[src/rtl/conv_frame_writer.sv]
// Captures one frame of filtered RGB pixels per start request and writes it to a frame buffer with border blanking.
// Latency: each accepted pixel appears on the write port one cycle later, with registered address and data.
// Backpressure: none; the stream is valid-qualified only, and pixels outside CAPTURE are dropped.
module conv_frame_writer #(
    parameter int LINE_WIDTH   = 640,
    parameter int FRAME_HEIGHT = 480,
    parameter int PIXEL_DEPTH  = 8,
    parameter int ADDR_WIDTH   = 19,
    parameter int BORDER       = 1
) (
    input  logic                     clk,
    input  logic                     rst,
    input  logic                     start,
    input  logic                     valid_i,
    input  logic [PIXEL_DEPTH-1:0]   input_R,
    input  logic [PIXEL_DEPTH-1:0]   input_G,
    input  logic [PIXEL_DEPTH-1:0]   input_B,
    output logic                     wr_en,
    output logic [ADDR_WIDTH-1:0]    wr_addr,
    output logic [3*PIXEL_DEPTH-1:0] wr_data,
    output logic                     busy,
    output logic                     frame_done
);

    localparam int XW = (LINE_WIDTH   > 1) ? $clog2(LINE_WIDTH)   : 1;
    localparam int YW = (FRAME_HEIGHT > 1) ? $clog2(FRAME_HEIGHT) : 1;

    typedef enum logic [1:0] {
        S_IDLE    = 2'd0,
        S_CAPTURE = 2'd1,
        S_DONE    = 2'd2
    } state_t;

    state_t                state;
    state_t                state_nxt;
    logic                  accept;
    logic                  clear_cnt;
    logic                  last_pix;
    logic                  blank;
    logic [XW-1:0]         x_cnt;
    logic [YW-1:0]         y_cnt;
    logic [ADDR_WIDTH-1:0] addr_cnt;

    assign last_pix = (x_cnt == XW'(LINE_WIDTH - 1)) && (y_cnt == YW'(FRAME_HEIGHT - 1));
    assign busy     = (state == S_CAPTURE);

    // Border blanking covers the edge pixels where the sliding window was incomplete.
    generate
        if (BORDER == 0) begin : g_no_blank
            assign blank = 1'b0;
        end else begin : g_blank
            assign blank = (x_cnt <  XW'(BORDER))
                        || (x_cnt >= XW'(LINE_WIDTH - BORDER))
                        || (y_cnt <  YW'(BORDER))
                        || (y_cnt >= YW'(FRAME_HEIGHT - BORDER));
        end
    endgenerate

    // State register.
    always_ff @(posedge clk) begin
        if (rst) begin
            state <= S_IDLE;
        end else begin
            state <= state_nxt;
        end
    end

    // Next-state logic; pixels are only accepted while capturing, and a new frame clears the counters.
    always_comb begin
        state_nxt = state;
        accept    = 1'b0;
        clear_cnt = 1'b0;
        case (state)
            S_IDLE: begin
                if (start) begin
                    state_nxt = S_CAPTURE;
                    clear_cnt = 1'b1;
                end
            end
            S_CAPTURE: begin
                accept = valid_i;
                if (valid_i && last_pix) begin
                    state_nxt = S_DONE;
                end
            end
            S_DONE: begin
                if (start) begin
                    state_nxt = S_CAPTURE;
                    clear_cnt = 1'b1;
                end else begin
                    state_nxt = S_IDLE;
                end
            end
            default: begin
                state_nxt = S_IDLE;
            end
        endcase
    end

    // Column/row and linear address counters; the address is a running count so no multiplier is needed.
    always_ff @(posedge clk) begin
        if (rst) begin
            x_cnt    <= '0;
            y_cnt    <= '0;
            addr_cnt <= '0;
        end else if (clear_cnt) begin
            x_cnt    <= '0;
            y_cnt    <= '0;
            addr_cnt <= '0;
        end else if (accept) begin
            addr_cnt <= addr_cnt + ADDR_WIDTH'(1);
            if (x_cnt == XW'(LINE_WIDTH - 1)) begin
                x_cnt <= '0;
                y_cnt <= last_pix ? '0 : y_cnt + YW'(1);
            end else begin
                x_cnt <= x_cnt + XW'(1);
            end
        end
    end

    // Registered write port; address and data hold their last values between accepted pixels.
    always_ff @(posedge clk) begin
        if (rst) begin
            wr_en      <= 1'b0;
            wr_addr    <= '0;
            wr_data    <= '0;
            frame_done <= 1'b0;
        end else begin
            wr_en      <= accept;
            frame_done <= accept && last_pix;
            if (accept) begin
                wr_addr <= addr_cnt;
                wr_data <= blank ? '0 : {input_R, input_G, input_B};
            end
        end
    end

endmodule
[config.mk]
export PLATFORM = sky130hd
export DESIGN_NAME = conv_frame_writer
export DESIGN_NICKNAME = d
export VERILOG_FILES = /design/src/rtl/conv_frame_writer.sv
export SDC_FILE = /design/constraint.sdc
export NUM_CORES = 1
export LEC_CHECK = 0
export CAP_MARGIN = 20
export CORE_AREA = 5 5 106 83
export DETAILED_ROUTE_END_ITERATION = 12
export DIE_AREA = 0 0 111 88
export HOLD_SLACK_MARGIN = 0.03
export PLACE_DENSITY = 0.72
export SLEW_MARGIN = 30
export SYNTH_ARGS = -nofsm -noshare
export SYNTH_HDL_FRONTEND = slang
export SYNTH_SLANG_ARGS = --single-unit
[constraint.sdc]
create_clock -name clk -period 4.7 [get_ports clk]
set_input_delay 1.175 -clock clk [delete_from_list [all_inputs] [get_ports clk]]
set_output_delay 1.175 -clock clk [all_outputs]
set_load 0.01 [all_outputs]
==> metrics.md <==
| Metric | Value |
|---|---|
| Multi-input combinational cell area | 1550 sq um |
| Initial antenna violation count | 0 |
| Required time worst endpoint | ~4.9 ns |
| DIE WIDTH | 111 um |
| WP data arrival | 3.41 ns |
| Die area | just under 10000 sq um |
| Reg clk slew, reported paths | ~0.080 ns |
| Setup violators final | 0 |
| Antenna Nets Post-Route | 0 |
| Period utilization | between 60 and 70% |
| Mux cell area share after synthesis | 0% |
| Pins Over Slew Limit | 0 |
| Hold-fix buffers, CTS | 0 |
| Largest net degree at the start of global routing | 30 |
| #FFs+latches synth | 85 |
| CTS tree | built |
| Share of the synthesized area in the top cell type | 50.5% |
| Routed len/inst | 14.3 um |
| Synth Area in Compound Gates | 17.2% |
| Count leader, synth | dfxtp_1 |
| CORE AREA | 7670 sq um |
| NumNets Final | 476 |
| Area Growth Syn to Fin | 30.9% |
| Clock sink count | 85 |
| CTS HTree Levels | 3 |
| Final TNS setup | 0 ns |
| R2r endpoint | y_cnt[4] |
| Chip height | slightly below 90 um |
| Antenna diodes | 0 |
| CP startpoint kind | input pin |
| Total power | 1.38 mW |
| Worst r2r src | x_cnt[1] |
| First-pass GRT wire length | 12.8 mm |
| R2R setup slack | between 2 and 2.5 ns |
| Relative slew margins | 37.5% |
| Vias/cell | 5.22 |
| Post-DP Area | between 4000 and 5000 sq um |
| Clk_skew | 0.00985 ns |
| Max Root-Sink Buffers | 2 |
| CTS root buf | clkbuf_8 |
| Simple-gate share of the synthesized area | between 20% and 30% |
| Postcts setup bufs | 0 |
| Detailed-route via count | just under 3000 |
| Mean Syn Cell Area | 8.96 sq um |
| Top achievable clock speed | 0.312 GHz |
| Synth Instances | between 300 and 400 |
| Leading register cell type out of synthesis | dfxtp_1 |
| WHS Path Cells | 2 |
| Synth Warn # | 0 |
| Congestion Overflow GR | 0 |
| Routed wire length | 7.92 mm |
| Min-Delay Endpoint | wr_addr[10] |
| Static Leak | 1.43 nW |
| DRC | 0 |
| CTS Buf Count | 9 |
| Final Hold Viols | 0 |
| Distinct cells, synth | 36 |
| Origin of the worst setup path | valid_i |
| Post-Synth Adder-Cell Area | 1.49% |
| Max-cap violations | 0 |
| DR iter-0 viols | 131 |
| Status | completed |
| Synth async-reset ratio | 0% |
| Maximum vdd drop | about 0.15 mV |
| Vias in the first global route | 2759 |
| Syn_nets | ~410 |
| EDFF count, synth | 0 |
| Layout Utilization | 57.5% |
| Worst Hold Class | reg2reg |
| # IOs | 74 |
| Synth Area in XOR/XNOR | 4.16% |
| Largest family of logic cells by synthesized area | simple AND/OR/NAND/NOR gates |
| Sequential area share after synthesis | between 50% and 60% |
| Post-Syn Area | between 3000 and 4000 sq um |
| Post-synth top cells | 85 x dfxtp_1, 61 x nand2_1, 42 x a21oi_1, 24 x a22o_1, 19 x nor2_1 |
| Buffers added on ports | 73 |
| Post-DP HPWL | 5.59 mm |
| Final period demand of the worst path | 3.20 ns |
| Reg2reg path depth | 5 |
| Worst skew pair latency | 0.35 ns |
| Worst hold start | wr_addr[10] |
| Placer Congestion | 0.796 |
| Critical path class | in2reg |
| Filler instances | 716 |
| Final instance area | 4410 sq um |
| CP max FO | 19 |
| Register Area | 1700 sq um |
| # rows | 28 |
| Drt pass-1 iters | 5 |
| Layout cells sized above 1 | around 5.6% |
| Pwr Density | between 300 and 400 nW/um^2 |
| Worst Tran Pin Value | roughly 0.94 ns |
| Top post-synthesis cells by area | dfxtp_1 51%, nand2_1 6.8%, a21oi_1 6.2% |
| Initial Utilization | a little over two fifths |
| GRT Util Overall | 16.1% |
| Gates resized, CTS repair | 0 |
| Leading area contributor after synthesis | dfxtp_1 |
| CP endpoint kind | flip-flop |
| RSZ-0062 raised after global routing | no |
per-stage QoR:
step / setup WS (ns) / hold slack [ns] / cells
6_report: 1.50 / 0.456 / 553
5_1_grt: 1.26 / 0.476 / 553
4_1_cts: 1.51 / 0.459 / 553
3_5_place_dp: 1.12 / 0.448 / 538
3_3_place_gp: 1.24 / 0.442 / 538
2_1_floorplan: 2.13 / 0.437 / 376
worst max path at each step:
stage | slack (ns) | depth (start not counted) | end
after floorplan | 2.13 | 5 | y_cnt[7]
after global placement | 1.24 | 5 | y_cnt[8]
after detailed placement | 1.12 | 5 | y_cnt[4]
after CTS | 1.51 | 5 | y_cnt[4]
after global routing | 1.26 | 5 | y_cnt[4]
final | 1.50 | 5 | y_cnt[4]
power by group:
part	internal [mW]	leakage (nW)	switching (mW)
sequential	0.721	0.685	0.00224
clock	0.349	0.116	0.245
combinational	0.0282	0.632	0.0314
layer usage:
metal  GRT usage [%]  part of all wire [%]
met1            20.3                    47
met4            4.03                  0.68
met5               0                     0
met3            5.25                   4.2
met2            26.9                    48
critical path, stage by stage:
cell and delay, ns:
clkdlybuf4s50_1 0.57, nand3b_1 0.12, or4_1 0.79, o21ai_0 0.64
a21oi_1 0.11
registers in the layout (all words and copies together), names as in the netlist:
| signal | count |
|---|---|
| y_cnt | 9 |
| wr_en | 1 |
| addr_cnt | 19 |
| wr_addr | 19 |
| x_cnt | 10 |
| state | 2 |
| wr_data | 24 |
| frame_done | 1 |
cells by family (layout without fill, tap and decap cells):
kind of cell | after synthesis | after routing
simple gates | 151 | 151
buf+inv | 30 | 102
flops | 85 | 85
fa+ha+maj | 4 | 4
xor+xnor | 16 | 16
compound gates | 90 | 90
layout make-up:
type / count / area share [%]
sequential: 85 / 38.6
multi-input combinational: 261 / 35.2
timing repair buffer: 77 / 17.3
inverter: 10 / 0.851
tap: 105 / 2.98
clock buffer: 10 / 2.89
clock inverter: 5 / 2.27
cells in the final DEF, fill, tap and decap left out, types with 4 or more instances in the layout:
master           count
buf_4                4
o31ai_1              4
nand2_1             61
a22o_1              24
nor2_1              19
inv_1               10
ha_1                 4
o21ai_0             17
nand3_1             10
nand4_1              5
dfxtp_1             85
a21oi_1             42
clkbuf_8             9
nor4_1               5
clkdlybuf4s50_1     73
or3_1               17
xnor2_1             13
nor3_1               9
or4_1                8
(Power assumes the default switching activity.)
